**config.mk**
```make
export PLATFORM = sky130hd
export DESIGN_NAME = cpu_pipeline_fwd
export DESIGN_NICKNAME = d
export VERILOG_FILES = /design/src/rtl/cpu_pipeline_fwd.sv
export SDC_FILE = /design/constraint.sdc
export NUM_CORES = 2
export LEC_CHECK = 0
export ABC_CLOCK_PERIOD_IN_PS = 15250
export BUFFER_PORTS_ARGS = -buffer_cell sky130_fd_sc_hd__buf_2
export CORE_MARGIN = 4
export CORE_UTILIZATION = 55
export DETAILED_ROUTE_END_ITERATION = 7
export PLACE_DENSITY = 0.83
export SYNTH_ARGS = -nofsm -noshare
export SYNTH_HDL_FRONTEND = slang
export SYNTH_SLANG_ARGS = --single-unit
```
**constraint.sdc**
```tcl
create_clock -name i_clk -period 15.25 [get_ports i_clk]
set_input_delay 2.2875 -clock i_clk [delete_from_list [all_inputs] [get_ports i_clk]]
set_output_delay 2.2875 -clock i_clk [all_outputs]
set_load 0.05 [all_outputs]
```
**src/rtl/cpu_pipeline_fwd.sv**
```systemverilog
// cpu_pipeline_fwd: 5-stage in-order core (fetch/decode/execute/memory/writeback)
// with operand forwarding, load-use interlock and a ready-handshaked data bus.
// Optional feature macro: CPU_PIPELINE_FWD_FORWARDING_EN (bypass network and
// load-use interlock). Without it, decode interlocks on every EX/MEM hazard.
module cpu_pipeline_fwd #(
  parameter int DATA_WIDTH = 32,
  parameter int ADDR_WIDTH = 16,
  parameter int REG_COUNT  = 16
) (
  input  logic                  i_clk,
  input  logic                  i_reset,
  output logic [ADDR_WIDTH-1:0] o_pc,
  input  logic [31:0]           i_instruction,
  output logic [ADDR_WIDTH-1:0] o_address,
  output logic                  o_req,
  output logic                  o_rw,
  output logic [DATA_WIDTH-1:0] o_data,
  input  logic [DATA_WIDTH-1:0] i_data,
  input  logic                  i_ready,
  output logic                  o_debug_stall,
  output logic                  o_debug_freeze,
  output logic [31:0]           o_debug_ir
);
  localparam int RS_W = (REG_COUNT > 1) ? $clog2(REG_COUNT) : 1;

`ifdef CPU_PIPELINE_FWD_FORWARDING_EN
  localparam logic FWD_EN = 1'b1;
`else
  localparam logic FWD_EN = 1'b0;
`endif

  localparam logic [2:0] OP_NOP  = 3'd0;
  localparam logic [2:0] OP_LW   = 3'd1;
  localparam logic [2:0] OP_SW   = 3'd2;
  localparam logic [2:0] OP_ADD  = 3'd3;
  localparam logic [2:0] OP_SUB  = 3'd4;
  localparam logic [2:0] OP_ADDI = 3'd5;

  // Bypass select: youngest producer (EX/MEM) wins over MEM/WB, then the base value.
  function automatic logic [DATA_WIDTH-1:0] fwd_val(
      input logic [RS_W-1:0]       idx,
      input logic [DATA_WIDTH-1:0] base,
      input logic                  mem_en,
      input logic [RS_W-1:0]       mem_rd,
      input logic [DATA_WIDTH-1:0] mem_val,
      input logic                  wb_en,
      input logic [RS_W-1:0]       wb_rd,
      input logic [DATA_WIDTH-1:0] wb_val);
    logic [DATA_WIDTH-1:0] v;
    if (mem_en && (mem_rd == idx)) v = mem_val;
    else if (wb_en && (wb_rd == idx)) v = wb_val;
    else v = base;
    return v;
  endfunction

  // Fetch / IF-ID
  logic [ADDR_WIDTH-1:0] r_pc;
  logic [31:0]           r_ir;
  // ID-EX
  logic [2:0]            r_ex_op;
  logic                  r_ex_we;
  logic [RS_W-1:0]       r_ex_rd, r_ex_rs1, r_ex_rs2;
  logic [DATA_WIDTH-1:0] r_ex_v1, r_ex_v2, r_ex_vd, r_ex_imm;
  // EX-MEM (bus outputs are registered here)
  logic                  r_mem_we, r_mem_lw, r_mem_req, r_mem_rw;
  logic [RS_W-1:0]       r_mem_rd;
  logic [DATA_WIDTH-1:0] r_mem_alu, r_mem_wdata;
  logic [ADDR_WIDTH-1:0] r_mem_addr;
  // MEM-WB
  logic                  r_wb_we;
  logic [RS_W-1:0]       r_wb_rd;
  logic [DATA_WIDTH-1:0] r_wb_val;
  // Register file
  logic [DATA_WIDTH-1:0] r_regs [REG_COUNT];

  logic [2:0]            w_id_op;
  logic                  w_id_use1, w_id_use2, w_id_used, w_id_we;
  logic [RS_W-1:0]       w_id_rd, w_id_rs1, w_id_rs2;
  logic [DATA_WIDTH-1:0] w_id_imm, w_id_v1, w_id_v2, w_id_vd;
  logic                  w_hit_ex, w_hit_mem, w_hz, w_stall, w_freeze, w_wb_wr;
  logic                  w_mem_fwd, w_wb_fwd, w_ex_mem_op;
  logic [DATA_WIDTH-1:0] w_a, w_b, w_rs2v, w_sd, w_alu;

  assign w_id_rd  = r_ir[20 +: RS_W];
  assign w_id_rs1 = r_ir[16 +: RS_W];
  assign w_id_rs2 = r_ir[12 +: RS_W];
  assign w_id_imm = {{(DATA_WIDTH-16){1'b0}}, r_ir[15:0]};

  // Opcode decode; unknown opcodes execute as NOP.
  always_comb begin
    w_id_op = OP_NOP;
    case (r_ir[31:24])
      8'd1:    w_id_op = OP_LW;
      8'd2:    w_id_op = OP_SW;
      8'd3:    w_id_op = OP_ADD;
      8'd4:    w_id_op = OP_SUB;
      8'd5:    w_id_op = OP_ADDI;
      default: w_id_op = OP_NOP;
    endcase
  end

  assign w_id_use1 = (w_id_op != OP_NOP);
  assign w_id_use2 = (w_id_op == OP_ADD) || (w_id_op == OP_SUB);
  assign w_id_used = (w_id_op == OP_SW);
  assign w_id_we   = (w_id_op == OP_LW) || (w_id_op == OP_ADD) ||
                     (w_id_op == OP_SUB) || (w_id_op == OP_ADDI);

  // A WB write is suppressed while the pipe is frozen, and is visible to decode the same cycle.
  assign w_freeze = r_mem_req & ~i_ready;
  assign w_wb_wr  = r_wb_we & ~w_freeze;
  assign w_id_v1  = (w_wb_wr && (r_wb_rd == w_id_rs1)) ? r_wb_val : r_regs[w_id_rs1];
  assign w_id_v2  = (w_wb_wr && (r_wb_rd == w_id_rs2)) ? r_wb_val : r_regs[w_id_rs2];
  assign w_id_vd  = (w_wb_wr && (r_wb_rd == w_id_rd))  ? r_wb_val : r_regs[w_id_rd];

  // Decode interlock: load-use only with bypass, any in-flight EX/MEM producer without it.
  always_comb begin
    w_hit_ex  = (w_id_use1 && (w_id_rs1 == r_ex_rd)) || (w_id_use2 && (w_id_rs2 == r_ex_rd)) ||
                (w_id_used && (w_id_rd == r_ex_rd));
    w_hit_mem = (w_id_use1 && (w_id_rs1 == r_mem_rd)) || (w_id_use2 && (w_id_rs2 == r_mem_rd)) ||
                (w_id_used && (w_id_rd == r_mem_rd));
    if (FWD_EN) w_hz = (r_ex_op == OP_LW) && w_hit_ex;
    else        w_hz = (r_ex_we && w_hit_ex) || (r_mem_we && w_hit_mem);
  end

  // Freeze dominates: a stall is only reported while the pipe is moving.
  assign w_stall = w_hz & ~w_freeze;

  // Execute: operand bypass and ALU. Loads in EX/MEM never forward (interlocked instead).
  assign w_mem_fwd   = FWD_EN & r_mem_we & ~r_mem_lw;
  assign w_wb_fwd    = FWD_EN & r_wb_we;
  assign w_ex_mem_op = (r_ex_op == OP_LW) || (r_ex_op == OP_SW);

  // ALU operand selection and add/subtract.
  always_comb begin
    w_a    = fwd_val(r_ex_rs1, r_ex_v1, w_mem_fwd, r_mem_rd, r_mem_alu, w_wb_fwd, r_wb_rd, r_wb_val);
    w_rs2v = fwd_val(r_ex_rs2, r_ex_v2, w_mem_fwd, r_mem_rd, r_mem_alu, w_wb_fwd, r_wb_rd, r_wb_val);
    w_sd   = fwd_val(r_ex_rd,  r_ex_vd, w_mem_fwd, r_mem_rd, r_mem_alu, w_wb_fwd, r_wb_rd, r_wb_val);
    if ((r_ex_op == OP_ADD) || (r_ex_op == OP_SUB)) w_b = w_rs2v;
    else w_b = r_ex_imm;
    if (r_ex_op == OP_SUB) w_alu = w_a - w_b;
    else w_alu = w_a + w_b;
  end

  // Pipeline registers: freeze holds everything, stall holds fetch and bubbles execute.
  always_ff @(posedge i_clk) begin
    if (i_reset) begin
      r_pc <= {ADDR_WIDTH{1'b0}};   r_ir <= 32'h0;
      r_ex_op <= OP_NOP;            r_ex_we <= 1'b0;
      r_ex_rd <= {RS_W{1'b0}};      r_ex_rs1 <= {RS_W{1'b0}};   r_ex_rs2 <= {RS_W{1'b0}};
      r_ex_v1 <= {DATA_WIDTH{1'b0}}; r_ex_v2 <= {DATA_WIDTH{1'b0}};
      r_ex_vd <= {DATA_WIDTH{1'b0}}; r_ex_imm <= {DATA_WIDTH{1'b0}};
      r_mem_we <= 1'b0;  r_mem_lw <= 1'b0;  r_mem_req <= 1'b0;  r_mem_rw <= 1'b0;
      r_mem_rd <= {RS_W{1'b0}};     r_mem_alu <= {DATA_WIDTH{1'b0}};
      r_mem_wdata <= {DATA_WIDTH{1'b0}}; r_mem_addr <= {ADDR_WIDTH{1'b0}};
      r_wb_we <= 1'b0;   r_wb_rd <= {RS_W{1'b0}};   r_wb_val <= {DATA_WIDTH{1'b0}};
    end else if (!w_freeze) begin
      if (!w_stall) begin
        r_pc <= r_pc + ADDR_WIDTH'(3'd4);
        r_ir <= i_instruction;
        r_ex_op <= w_id_op;   r_ex_we <= w_id_we;
        r_ex_rd <= w_id_rd;   r_ex_rs1 <= w_id_rs1;  r_ex_rs2 <= w_id_rs2;
        r_ex_v1 <= w_id_v1;   r_ex_v2 <= w_id_v2;    r_ex_vd <= w_id_vd;
        r_ex_imm <= w_id_imm;
      end else begin
        r_ex_op <= OP_NOP;
        r_ex_we <= 1'b0;
      end
      r_mem_we    <= r_ex_we;
      r_mem_lw    <= (r_ex_op == OP_LW);
      r_mem_rd    <= r_ex_rd;
      r_mem_alu   <= w_alu;
      r_mem_req   <= w_ex_mem_op;
      r_mem_rw    <= (r_ex_op == OP_SW);
      r_mem_addr  <= w_ex_mem_op ? w_alu[ADDR_WIDTH-1:0] : {ADDR_WIDTH{1'b0}};
      r_mem_wdata <= (r_ex_op == OP_SW) ? w_sd : {DATA_WIDTH{1'b0}};
      r_wb_we     <= r_mem_we;
      r_wb_rd     <= r_mem_rd;
      r_wb_val    <= r_mem_lw ? i_data : r_mem_alu;
    end
  end

  // Register file write port (writeback stage).
  always_ff @(posedge i_clk) begin
    if (i_reset) begin
      for (int i = 0; i < REG_COUNT; i++) r_regs[i] <= {DATA_WIDTH{1'b0}};
    end else if (w_wb_wr) begin
      r_regs[r_wb_rd] <= r_wb_val;
    end
  end

  assign o_pc           = r_pc;
  assign o_req          = r_mem_req;
  assign o_rw           = r_mem_rw;
  assign o_address      = r_mem_addr;
  assign o_data         = r_mem_wdata;
  assign o_debug_stall  = w_stall;
  assign o_debug_freeze = w_freeze;
  assign o_debug_ir     = r_ir;
endmodule

```
---- Word-level counts from Yosys, hierarchy flattened ----
Memory sizes are Yosys's and may differ from the RTL's. A register that Yosys moved wholly into a read port is not among the register bits.
Cells that the tools add are included.
word-level totals
  bits in writable memories ............... 512
  flip-flop bits (word level) ............. 197
  memories ................................ 1
  output and inout port bits .............. 100
  logic and storage cells ................. 85
operators by class
  equality and inequality tests ........... 20
  muxes and demuxes ....................... 16
  reductions and logical operators ........ 22
  $add $sub $neg .......................... 3
  bitwise logic cells ..................... 6
memories
  memory  depth  bits a word  read ports  clocked after memory_dff  write ports  line  text
  r_regs  16     32           3           3                         16           74    logic [DATA_WIDTH-1:0] r_regs [REG_COUNT];
operator list
  cell                                                              number
  32-bit 2-to-1 mux                                                 5
  32-bit adder                                                      1
  32-bit OR reduction                                               1
  32-bit subtractor                                                 1
  4-bit == test                                                     6
  16-bit by 3-bit adder with 16-bit output (second input constant)  1
  8-bit by 2-bit == test with 1-bit output (second input constant)  2
  8-bit by 3-bit == test with 1-bit output (second input constant)  2
  16-bit 2-to-1 mux                                                 1
  3-bit case mux with 5 select lines                                1
  3-bit by 2-bit == test with 1-bit output (second input constant)  4
  1-bit logical OR                                                  11
  3-bit == test (second input constant)                             3
  8-bit by 1-bit == test with 1-bit output (second input constant)  1
  1-bit logical AND                                                 8
  1-bit 2-to-1 mux                                                  7
  3-bit by 1-bit == test with 1-bit output (second input constant)  2
  4-bit 2-to-1 mux                                                  1
  1-bit bitwise AND                                                 3
  3-bit 2-to-1 mux                                                  1
  1-bit inverter                                                    3
  3-bit nonzero test                                                1
  2-bit AND reduction                                               1

---- Longest topological paths before layout ----
  depth after elaboration ................. 12
  gate-level depth with buffers ........... 25

---- Least setup slack after synthesis ----
OpenSTA, ideal clock, no wires.
  path type ............................... input to output
  from .................................... input i_ready
  to ...................................... output o_debug_stall
  buffers on the path ..................... 3
  arrival time ............................ 4165 ps
  data required time ...................... 12963 ps
  stages on the path ...................... 6
  slack ................................... 8798 ps
  cells stage by stage .................... nand2b_1 -> inv_1 -> clkbuf_1 -> clkbuf_1 -> buf_1 -> nor2_1
between the ends
  cells in the longest elaborated chain, start to end .. 4
ends and longest elaborated chain
  element                   line  text
  start: declaration        19    input logic i_ready,
  1-bit inverter            109   assign w_freeze = r_mem_req & ~i_ready;
  1-bit bitwise AND         109
  named net o_debug_freeze  21    output logic o_debug_freeze,
  1-bit inverter (no line)  --
  1-bit bitwise AND         126   assign w_stall = w_hz & ~w_freeze;
  end: declaration          20    output logic o_debug_stall,
The timed path passes the listed nets, and every way through them passes these cells.

==> flow_metrics.env <==
export IMPL_status="finished clean"
export IMPL_post_cts_buffers=0
export IMPL_placed_area_sq_um=46530
export IMPL_ant_nets=0
export IMPL_wire_per_inst_um=31.50
export IMPL_p_sw_mw=1.552
export IMPL_drive_above_1_share_pct=25.77
export IMPL_critPathRequiredTime_ns=15.51
export IMPL_cts_made_buffers=84
export IMPL_startpoint_type="input pin"
export IMPL_worst_setup_path_end_kind="flip-flop"
export IMPL_synth_top_area_share_pct=34.01
export IMPL_timing_setup_tns_ns=0
export IMPL_boundaryPins=167
export IMPL_synth_area_sq_um=45200
export IMPL_power_mw=5.550
export IMPL_yosysWarnings=0
export IMPL_seq_area_frac_synth_pct=46.90
export IMPL_final_cell_area_sq_um=49390
export IMPL_synth_cells=3490
export IMPL_cts_root_buf="clkbuf_16"
export IMPL_switching_share_pct=27.97
export IMPL_drc=0
export IMPL_hold_violations=0
export IMPL_start_util_pct=55.85
export IMPL_final_setup_viol_count=0
export IMPL_combPwrFrac_pct=14.3
export IMPL_grt_usage_pct=32.94
export IMPL_clk_insertion_delay_late_ns=0.66
export IMPL_worstSetupPathType="in -> reg"
export IMPL_grt_max_degree=222
export IMPL_nets=3533
export IMPL_dp_slack_ns=8.042
export IMPL_area_delta_synth_final_pct=9.267
export IMPL_clockBufferDepth=3
export IMPL_synth_async_reset_ratio_pct=0
export IMPL_overflow=0
export IMPL_maxSlewViolCount=0
export IMPL_grt_first_pass_wirelength_um=211600
export IMPL_power_frac_clock_pct=38.7
export IMPL_synth_top_flop_cell="edfxtp_1"
export IMPL_ys_top_cells_by_area="edfxtp_1 34%, mux4_2 24%, dfxtp_1 13%, and2_1 7.1%, mux2i_1 3.9%"
export IMPL_crit_arrival_ns=7.21
export IMPL_fin_crit_ns=6.942
export IMPL_vdd_drop_max_uv=84.99
export IMPL_cap_violations=0
export IMPL_worstMarginPinSlew_ns=1.404
export IMPL_rsz0062_at_grt="false"
export IMPL_portBuffers=164
export IMPL_synth_edf_count=512
export IMPL_synth_common_cells="516 x and2_1, 512 x edfxtp_1, 480 x mux4_2"
export IMPL_cts_hold_fix_buffers=0
export IMPL_syn_area_per_cell_sq_um=12.95
export IMPL_core_area_sq_um=80940
export IMPL_place_congestion=0.9185
export IMPL_hold_worst_slack_ns=0.4555
export IMPL_die_width_um=294.7
export IMPL_ys_ff_latch=803
export IMPL_leakagePower_nw=18.76
export IMPL_post_cts_resized=0
export IMPL_cts_num_sinks=803
export IMPL_seqPwrFrac_pct=47.0
export IMPL_fmax_mhz=144.0
export IMPL_vias_per_cell=7.170
export IMPL_fp_row_count=104
export IMPL_period_share_pct=45.52
export IMPL_synth_most_common_cell="and2_1"
export IMPL_yosysTopAreaCell="edfxtp_1"
export IMPL_internal_power_mw=3.998
export IMPL_die_area_sq_um=86840
export IMPL_fillers=5778
export IMPL_regArea_sq_um=21240
export IMPL_path_clk_slew_ns=0.06
export IMPL_wl_um=143700
export IMPL_fin_skew_ns=0.02749
export IMPL_drtPass1Iterations=5
export IMPL_holdCritPathClass="reg -> reg"
export IMPL_multi_input_area_sq_um=22610
export IMPL_htree_levels=3
export IMPL_dp_hpwl_um=85240
export IMPL_cp_max_fo=52
export IMPL_vias=32700
export IMPL_cts_tree="yes"
export IMPL_maxSlewHeadroom_pct=5.891
export IMPL_antenna_found_initial=10
export IMPL_drt_iter0_markers=5116
export IMPL_setup_ws_ns=8.308
export IMPL_grt_pass1_vias=32660
export IMPL_yosysUniqueCellTypes=74
export IMPL_die_h_um=294.7
export IMPL_p_per_area_nw_per_um2=112.4
==> worst paths after layout <==
check | slack [ns] | depth (start not counted) | to | startpoint
worst min register to register | 0.46 | 2 | r_mem_alu[4] | r_mem_alu[4]
worst max-delay path | 8.31 | 8 | r_regs[3][0] | i_ready
worst min-delay path | 0.46 | 2 | r_mem_alu[4] | r_mem_alu[4]
worst max register to register | 8.93 | 19 | r_mem_alu[29] | r_ex_op[0]
==> through the flow <==
step	cells	util, %
after global placement	4406	57.49
after detailed placement	4406	57.49
final	4561	61.03
after floorplan	3491	-
after global routing	4560	61.02
after CTS	4560	61.02
==> flip-flops by register name, indices dropped and copies added, names as in the netlist <==
signal,cells
r_ex_we,1
r_wb_rd,4
r_mem_lw,1
r_mem_rd,4
r_ex_op,3
r_ex_imm,16
r_mem_we,1
r_regs,512
o_rw,1
o_req,1
o_address,16
r_wb_val,32
r_ex_v1,32
o_pc,14
r_ex_v2,32
o_data,32
r_ex_vd,32
r_ex_rd,4
r_mem_alu,32
o_debug_ir,32
r_wb_we,1
==> critical path: stages <==
cell      delay, ns
buf_2          0.08
nand2b_4       0.47
inv_4          0.36
nor3b_1        1.09
nand3_1        0.41
nor3_2         1.14
buf_4          0.45
or2_2          0.85
==> layout make-up <==
type / count / area share (%)
Timing Repair Buffer: 222 / 2.614
Clock buffer: 109 / 4.821
Sequential cell: 803 / 43.00
Multi-Input combinational cell: 2305 / 45.77
Antenna cell: 1 / 0.005066
Inverter: 16 / 0.1267
Clock inverter: 45 / 0.9727
Tap cell: 1060 / 2.685
==> power groups by stage <==
stage,clock network [mW],logic [mW],registers (mW)
after global placement,0,0.758,2.62
after floorplan,0,0.584,2.54
final,2.15,0.796,2.61
after detailed placement,0,0.769,2.64
after global routing,2.24,0.838,2.62
after CTS,2.14,0.779,2.60
==> metal layers <==
layer,track usage [%],wire (um),share of wire (%)
met1,41.02,46810,33
met2,50.76,64590,45
met3,11.16,22350,16
met4,18.85,9858,6.9
met5,0,59,0.041
==> cell families (layout without fill, tap and decap cells) <==
kind of cell,after synthesis,after routing,share of synthesized area [%]
XOR/XNOR,89,89,1.724
other,1,3,0.008296
AO/OA/AOI/OAI,449,449,6.790
flip-flops,803,803,46.90
adder cells (fa/ha/maj),34,34,0.9577
buffers and inverters,383,392,3.252
multiplexers,656,656,27.81
AND/OR/NAND/NOR,1075,1075,12.56
==> cells in the final DEF (no fill, tap or decap), types with 22 or more instances in the layout <==
| master | n |
|---|---|
| and2_1 | 515 |
| edfxtp_1 | 512 |
| mux4_2 | 480 |
| nor2_1 | 296 |
| dfxtp_1 | 278 |
| mux2i_1 | 176 |
| buf_2 | 163 |
| a211oi_1 | 140 |
| nand2_1 | 118 |
| a21oi_1 | 115 |
| clkbuf_16 | 87 |
| a22oi_1 | 56 |
| buf_4 | 56 |
| xor2_1 | 46 |
| xnor2_1 | 43 |
| ha_1 | 33 |
| o21ai_0 | 31 |
| a21o_1 | 22 |
Power figures use the tool's default switching activity.
